## config.mk

```make
export PLATFORM = sky130hd
export DESIGN_NAME = text_reader
export DESIGN_NICKNAME = d
export VERILOG_FILES = /design/src/rtl/text_reader.sv
export SDC_FILE = /design/constraint.sdc
export NUM_CORES = 1
export LEC_CHECK = 0
export CAP_MARGIN = 0
export CORE_MARGIN = 8
export CORE_UTILIZATION = 61
export DETAILED_ROUTE_END_ITERATION = 10
export DONT_BUFFER_PORTS = 1
export PLACE_DENSITY = 0.83
export SLEW_MARGIN = 20
export SYNTH_ARGS = -nofsm -noshare
export SYNTH_HDL_FRONTEND = slang
export SYNTH_SLANG_ARGS = --single-unit
```

## constraint.sdc

```tcl
create_clock -name clk -period 1.9 [get_ports clk]
set_input_delay 0.19 -clock clk [delete_from_list [all_inputs] [get_ports clk]]
set_output_delay 0.19 -clock clk [all_outputs]
set_load 0.05 [all_outputs]
```

## src/rtl/text_reader.sv

```systemverilog
// Streams the 15x20 text buffer out as characters, skipping empty (zero) cells
// and closing every row with an LF. Handshaked output, abortable at any time.
module text_reader (
  input  logic       clk,
  input  logic       rst,
  input  logic       start,
  input  logic       abort,
  output logic       read_enable,
  output logic [8:0] read_out_addr,
  input  logic [7:0] ram_data,
  output logic [7:0] out_data,
  output logic       out_valid,
  input  logic       out_ready,
  output logic       busy,
  output logic       done
);

  typedef enum logic [2:0] {StIdle, StAddr, StData, StEmit, StNl, StDone} state_e;

  localparam logic [3:0] LastRow = 4'd14;
  localparam logic [4:0] LastCol = 5'd19;
  localparam logic [7:0] LineFeed = 8'h0A;

  state_e     state_q, state_d;
  logic [3:0] row_q, row_d;
  logic [4:0] col_q, col_d;
  logic [7:0] data_q, data_d;
  logic       cell_adv;

  always_ff @(posedge clk or posedge rst) begin
    if (rst) begin
      state_q <= StIdle;
      row_q   <= 4'd0;
      col_q   <= 5'd0;
      data_q  <= 8'h00;
    end else begin
      state_q <= state_d;
      row_q   <= row_d;
      col_q   <= col_d;
      data_q  <= data_d;
    end
  end

  always_comb begin
    state_d  = state_q;
    row_d    = row_q;
    col_d    = col_q;
    data_d   = data_q;
    cell_adv = 1'b0;
    unique case (state_q)
      StIdle: begin
        if (start) begin
          row_d   = 4'd0;
          col_d   = 5'd0;
          state_d = StAddr;
        end
      end
      StAddr: state_d = StData;
      StData: begin
        if (ram_data == 8'h00) begin
          cell_adv = 1'b1;
        end else begin
          data_d  = ram_data;
          state_d = StEmit;
        end
      end
      StEmit: cell_adv = out_ready;
      StNl: begin
        if (out_ready) begin
          if (row_q < LastRow) begin
            row_d   = row_q + 4'd1;
            col_d   = 5'd0;
            state_d = StAddr;
          end else begin
            state_d = StDone;
          end
        end
      end
      StDone:  state_d = StIdle;
      default: state_d = StIdle;
    endcase

    if (cell_adv) begin
      if (col_q < LastCol) begin
        col_d   = col_q + 5'd1;
        state_d = StAddr;
      end else begin
        state_d = StNl;
      end
    end

    // Abort overrides everything, including a start seen in idle.
    if (abort) state_d = StIdle;
  end

  // Abort gates valid/done combinationally so no transfer completes on the abort cycle.
  always_comb begin
    busy          = (state_q != StIdle);
    read_enable   = busy;
    read_out_addr = busy ? {row_q, col_q} : 9'd0;
    out_valid     = ((state_q == StEmit) || (state_q == StNl)) && !abort;
    out_data      = (state_q == StNl) ? LineFeed : data_q;
    done          = (state_q == StDone) && !abort;
  end

endmodule
```

### Word level (Yosys, flattened, before mapping)

Cells that the tools add are included.

| operators by class | value |
|---|---|
| $add $sub $neg | 2 |
| reduce and logical (&&, ||, !) cells | 11 |
| bitwise gates (word level) | 1 |
| magnitude comparators | 2 |
| mux-type cells | 22 |
| equal/unequal tests | 12 |

Operators by type and width:

| kind | count |
|---|---|
| 5-bit two-way mux | 5 |
| 3-bit two-way mux | 7 |
| 3-bit case mux with 5 select lines | 1 |
| 4-bit two-way mux | 3 |
| 4-bit != test, second input constant | 3 |
| 5-bit case mux with 2 select lines | 1 |
| 9-bit two-way mux | 1 |
| 8-bit zero test | 1 |
| 8-bit two-way mux | 1 |
| 4-bit case mux with 2 select lines | 1 |
| 4-bit AND reduction | 2 |
| 3-bit by 2-bit equality test with 1-bit output, second input constant | 2 |
| 3-bit equality test, second input constant | 2 |
| 2-bit != test, second input constant | 3 |
| 5-bit by 1-bit adder with 5-bit output, second input constant | 1 |
| 5-bit < comparator, second input constant | 1 |
| 4-bit by 1-bit adder with 4-bit output, second input constant | 1 |
| 4-bit < comparator, second input constant | 1 |
| 3-bit by 1-bit equality test with 1-bit output, second input constant | 1 |
| 3-bit zero test | 1 |
| 3-bit != test, second input constant | 1 |
| 3-bit nonzero test | 1 |
| 1-bit logical AND | 2 |
| 1-bit case mux with 2 select lines | 1 |
| 6 further kinds | 6 |

| storage, ports and cells | value |
|---|---|
| bits in registers | 20 |
| output and inout bits | 21 |
| input bits | 13 |

### Longest topological paths before layout

Gate-level depths: netlist of run 1.

| depth | value |
|---|---|
| depth after elaboration | 6 |
| mapped depth | 6 |

### Worst setup path before layout of run 1

Ideal clock, no wire load.

| timing path | value |
|---|---|
| path type | reg-to-output |
| start point | register state_q[1] |
| end point | output out_valid |
| stages on the path, launching flop included | 7 |
| arrival | 1.731 ns |
| path slack | -0.021 ns |
| required time | 1.710 ns |
| cell sequence | dfrtp_1 -> buf_2 -> nand2b_1 -> nor2_1 -> clkbuf_1 -> a21oi_1 -> nor2_1 |

| on the way | value |
|---|---|
| word-level cells in the longest chain between the ends | 3 |

Ends and longest elaborated chain:

| element | line | text |
|---|---|---|
| start, declared | 24 | `state_e state_q, state_d;` |
| start signal, assigned | 32 | `state_q <= StIdle;` |
| start signal, assigned | 37 | `state_q <= state_d;` |
| 3-bit by 2-bit equality test with 1-bit output / 3-bit equality test (equally long branches) | 101 | `out_valid = ((state_q == StEmit) \|\| (state_q == StNl)) && !abort;` |
| 1-bit logical OR (*) | 101 |  |
| 1-bit logical AND (*) | 101 |  |
| end, declared | 12 | `output logic out_valid,` |

Every way passes the cells marked *; elsewhere a longest branch is shown, timed or not.

### Worst setup path in the final report of run 1

| timing path | value |
|---|---|
| start point | register state_q[0] |
| end point | output out_data[5] |

| on the way | value |
|---|---|
| word-level cells in the longest chain between the ends | 2 |

Ends and longest elaborated chain:

| element | line | text |
|---|---|---|
| 3-bit equality test | 102 | `out_data = (state_q == StNl) ? LineFeed : data_q;` |
| 8-bit two-way mux | 102 |  |
| end, declared | 11 | `output logic [7:0] out_data,` |

No other way between the ends.

==> impl_metrics.yaml, run 1 <==
sta:
  timing.fmax_mhz: 546
  setup_tns_ns: 0
  worst_pin_slew_ns: 0.777
  clock_skew_ns: 0.00348
  setup_slack_ns: 0.0675
  min_period_over_period_pct: 96.4
  final-setup-viol-count: 0
  relSlewSlack_pct: 48.2
  slew_violations: 0
  period_needed_ns: 1.83
  hold_violations: 0
yosys:
  async_flop_share_pct: 100
  synth.most_common_cell: "dfrtp_1"
  synth_top_area_share_pct: 41.0
  synth_flop_cell: "dfrtp_1"
  synth_fp_nets: 138
  netlist_top_cells_area: "dfrtp_1, nor2b_1, mux2_2"
  yosys-top-cells-count: "dfrtp_1, nor2b_1, nor2_1"
  synth.yosys.warnings: 0
  syn_area_um2: 1220
  synth_cells: 123
  ys_seq_elements: 20
  synth_edf_count: 0
  seq_area_frac_synth_pct: 41.0
  yosys.area.top_type: "dfrtp_1"
  synth_cell_type_count: 38
  syn_avg_cell_area_um2: 9.93
setup_path:
  arrival_ns: 1.64
  worstSetupPathType: "flip-flop to output pin"
  ff2ff_path_depth: 4
  required_ns: 1.71
  cp-start-kind: "flip-flop"
  critPathCaptureType: "output pin"
  path_max_fanout: 13
global_routing:
  grt.overflow.total: 0
  grt_use_total_pct: 16.9
  grt_max_degree: 21
  grt_pass1_vias: 1034
  grtUsageMet1_pct: 18.8
  grt.met3_usage_pct: 4.24
  use_met2_pct: 28.7
  grt_pass1_wl_mm: 4.69
  antenna_found_initial: 0
  top_usage_layer: "met2"
placed_design:
  dpl.hpwl_mm: 2.28
  preCtsSetupSlack_ns: 0.164
  portBuffers: 0
  gp_congestion: 0.971
power:
  p_per_area_nw_per_um2: 1160
  power_leakage_nw: 0.645
  ir_drop_mv: 1.18
cts:
  cts_root_buf: "clkbuf_4"
  cts_buffers: 3
  htree_levels: 1
  cts_max_path_buffers: 2
  cts_sinks: 20
  clkSlewWorstSetupHoldPaths_ns: 0.11
  cts_tree: "done"
  clk_latency_ns: 0.30
  post_cts.repair.setup_buffers: 0
status:
  status: "complete, no violations"
die:
  rows: 16
  initial_core_util_pct: 63.5
  die_width_um: 60.7
  io_pins: 34
  die-area_um2: 3690
  die_h_um: 60.7
  core_um2: 1920
min_path:
  min_delay_path_depth: 1
  hold_path_class: "input port to flip-flop"
routing:
  routed_wl_mm: 3.01
  wl_per_cell_um: 17.8
  dr.pass1.iters: 4
  vias_per_cell: 5.93
  vias: 1003
  drt_iter0_drc: 29
  drc: 0
  postRouteAntennaNets: 0
layout:
  fin_util_pct: 76.6
  diodes: 0
  area_growth_pct: 20.5
  drive_above_1_share_pct: 31.0
  finalNetCount: 158
flow_run:
  drv_cap: 0
-- final cells by class --
cell class	count	area, µm²
multi-input cells	90	687
flip-flops and latches	20	503
fillers	142	450
repair buffers	23	193
clock buffers	4	36.3
well taps	27	33.8
inverters	5	18.8
-- worst paths after layout --
kind	slack [ns]	from	to
worst min register to register	0.51	data_q[7]	data_q[7]
worst min-delay path	0.03	ram_data[2]	data_q[2]
worst max-delay path	0.07	state_q[0]	out_data[5]
worst max register to register	0.19	state_q[0]	row_q[3]
min in group asynchronous	0.45	rst	col_q[2]
max in group asynchronous	0.92	rst	state_q[2]
-- placed cells by master (no fill, tap or decap), types with 3 or more instances in the layout --
| cell | n |
|---|---|
| nor2b_1 | 16 |
| clkbuf_4 | 3 |
| nor2_1 | 7 |
| nand2b_1 | 3 |
| a211oi_1 | 3 |
| nand2_1 | 8 |
| dfrtp_1 | 18 |
| inv_1 | 5 |
| nor3_1 | 4 |
| nand4_1 | 3 |
| dlygate4sd3_1 | 3 |
| mux2i_1 | 4 |
| mux2_2 | 8 |
| buf_4 | 19 |
-- report_power, final --
part | switching (W) | leakage (nW) | total, W | internal (W)
logic | 0.000558 | 0.368 | 0.000850 | 0.000292
clock network | 0.000132 | 0.0210 | 0.000249 | 0.000117
registers | 0.0000777 | 0.257 | 0.000603 | 0.000525
-- layer usage --
metal,up-vias,wire (µm)
met5,-,0
met4,0,70
met3,6,195
met2,30,1620
met1,493,1120
li1,474,-
-- kinds of logic after synthesis --
family          synth area share (%)
fa+ha+maj                       2.05
compound gates                  13.3
mux                             10.7
buf+inv                         4.82
xor+xnor                       0.717
simple gates                    27.5
flops                           41.0
-- worst max-delay path, stage by stage (launching register included) --
cell	delay, ns
dfrtp_1	0.68
nor2_2	0.13
buf_4	0.19
nor2b_1	0.13
buf_4	0.21
-- sequential cells by signal, indices dropped and copies added (netlist names) --
| register | cells |
|---|---|
| row_q | 4 |
| data_q | 8 |
| col_q | 5 |
| state_q | 3 |
-- per-stage QoR --
step	power [W]	cell area, µm²	hold slack [ns]	instances
floorplan	0.00125	1220	0.154	123
global placement	0.00141	1380	0.249	162
detailed placement	0.00144	1380	0.259	162
CTS	0.00171	1450	0.0233	169
global route	0.00178	1470	0.0229	169
finish	0.00170	1470	0.0296	169
-- repair_timing --
item / in CTS / in global routing
setup endpoints to repair: 2 / 10
hold buffers: 3 / 0
hold endpoints to repair: 22 / 0
gates resized for setup: 2 / 5
Note: power is estimated with default switching activity, not from simulation.
==> run 2, diff against run 1 <==
CORE_UTILIZATION = 40   (was 61)
PLACE_DENSITY = 0.6   (was 0.83)
==> run 2 against run 1 <==
  * First-iteration DRC count increased by 21%
  * Global-route usage decreased by 5.6 points
  * Critical path type unchanged
  * Routed wire length decreased by 7.8%
==> impl_metrics.yaml, run 2 (synthesis gave the netlist of run 1 again) <==
power:
  power_leakage_nw: 0.652
  intPower_w: 0.00102
  p_sw_share_pct: 43.0
  ir_drop_mv: 0.727
  combPwrFrac_pct: 46.7
  switchingPower_w: 0.000765
  power_frac_seq_pct: 33.8
  power_frac_clock_pct: 19.5
  p_per_area_nw_per_um2: 1200
cts:
  clk_latency_ns: 0.30
  cts_sinks: 20
  cts_max_path_buffers: 2
  cts_buffers: 3
  cts_root_buf: "clkbuf_4"
  cts_tree: "done"
  clkSlewWorstSetupHoldPaths_ns: 0.13
  htree_levels: 1
global_routing:
  antenna_found_initial: 0
  grt_use_total_pct: 11.3
  grt_pass1_wl_mm: 4.67
  grt.overflow.total: 0
  grt_pass1_vias: 981
  grt_max_degree: 21
flow_run:
  drv_cap: 0
layout:
  reg.largest.list: "data_q: 8 flops, col_q: 5 flops, row_q: 4 flops"
  area_growth_pct: 21.8
  largest_reg_flops: 8
  layout_commonest_cell: "buf_4"
  largest_register: "data_q"
  drive_above_1_share_pct: 30.8
  final_cell_count_no_fill: 176
  final_cell_mix: "buf_4, dfrtp_1, nor2b_1, nand2_1, mux2_2"
  finalNetCount: 159
  diodes: 0
die:
  die-area_um2: 5080
  io_pins: 34
  die_h_um: 71.3
  rows: 20
  core_um2: 2980
  die_width_um: 71.3
  initial_core_util_pct: 41.0
routing:
  drc: 0
  drt_iter0_drc: 35
  vias_per_cell: 5.39
  routed_wl_mm: 2.77
  dr.pass1.iters: 4
  vias: 949
  wl_per_cell_um: 15.8
  postRouteAntennaNets: 0
setup_path:
  required_ns: 1.71
  worstSetupPathType: "flip-flop to output pin"
  cpMaxStageDelayCell: "dfrtp_2"
  max_stage_delay_ns: 0.49
  arrival_ns: 1.60
  critPathCaptureType: "output pin"
  r2r_slack_ns: 0.23
  path_max_fanout: 10
  cp-start-kind: "flip-flop"
  path_common_cell: "buf_4"
  path_cells: "nand2b_1 -> nor2_4 -> buf_4 -> nor2b_1 -> buf_4"
sta:
  hold_violations: 0
  period_needed_ns: 1.79
  rsz0062_at_grt: "no"
  worst_pin_slew_ns: 0.753
  min_period_over_period_pct: 94.0
  setup_tns_ns: 0
  fin_hold_ws_ns: 0.0229
  timing.fmax_mhz: 560
  clock_skew_ns: 0.0146
  final-setup-viol-count: 0
  slew_violations: 0
  relSlewSlack_pct: 49.8
placed_design:
  gp_congestion: 0.928
  place_inst: 169
  portBuffers: 0
  dpl.hpwl_mm: 2.15
min_path:
  hold_path_class: "input port to flip-flop"
status:
  status: "complete, no violations"
[run 2: cell count changes in the layout (fill, tap and decap cells not counted), sizes merged]
cell / delta
clkbuf: -1
buf: +1
bufinv: +1
[run 2: final cells by class]
| class | count | area [µm²] |
|---|---|---|
| repair buffers | 24 | 200 |
| inverters | 5 | 18.8 |
| multi-input cells | 90 | 672 |
| well taps | 33 | 41.3 |
| clock inverters | 1 | 30.0 |
| fillers | 280 | 1490 |
| clock buffers | 3 | 22.5 |
| flip-flops and latches | 20 | 503 |
[run 2: per-layer routing]
layer  track usage [%]  share of wire (%)  wire length, µm  vias to the layer above
li1                  -                  -                -                      471
met1              13.4                 44             1210                      455
met2              18.9                 49             1350                       21
met3              3.49                6.9              192                        2
met4              3.46               0.69               19                        0
met5                 0                  0                0                        -
[run 2: critical path: cells and delay by family (launching register included)]
kind	cells	cell delay [ns]
buffers and inverters	2	0.36
flip-flops	1	0.49
AND/OR/NAND/NOR	3	0.43
[run 2: what timing repair did]
item / CTS / global route
buffers inserted: 0 / 0
endpoints found under the hold margin: 22 / 0
hold buffers: 3 / 0
gates resized for setup: 1 / 3
pin swaps: 0 / 0
endpoints found under the setup margin: 4 / 5
[run 2: path summary, 6_finish.rpt]
check	startpoint	to	cells past startpoint
hold reg to reg	data_q[7]	data_q[7]	1
setup / recovery	state_q[1]	out_data[2]	5
hold / removal	ram_data[7]	data_q[7]	1
min in group asynchronous	rst	data_q[4]	2
max in group asynchronous	rst	state_q[1]	2
setup reg to reg	state_q[0]	row_q[3]	4
[run 2: stage by stage]
step / power (W) / setup WS, ns / util (%) / area (µm²)
2_1_floorplan: 0.00125 / 0.133 / - / 1220
3_3_place_gp: 0.00142 / 0.276 / 46.8 / 1400
3_5_place_dp: 0.00144 / 0.282 / 46.8 / 1400
4_1_cts: 0.00180 / 0.0227 / 49.7 / 1480
5_1_grt: 0.00187 / 0.00700 / 50.0 / 1490
6_report: 0.00178 / 0.114 / 50.0 / 1490
[run 2: power groups by stage]
| stage | logic (W) | registers [W] | clock network, W |
|---|---|---|---|
| finish | 0.000831 | 0.000601 | 0.000348 |
| global route | 0.000879 | 0.000619 | 0.000375 |
| CTS | 0.000842 | 0.000600 | 0.000355 |
| detailed placement | 0.000834 | 0.000608 | 0 |
| global placement | 0.000822 | 0.000598 | 0 |
| floorplan | 0.000683 | 0.000567 | 0 |
==> run 3, diff against run 2 <==
PLACE_DENSITY = unset   (was 0.6)
==> results of run 3 <==
Same layout as run 2: the final DEF is identical, and so are final timing and power.
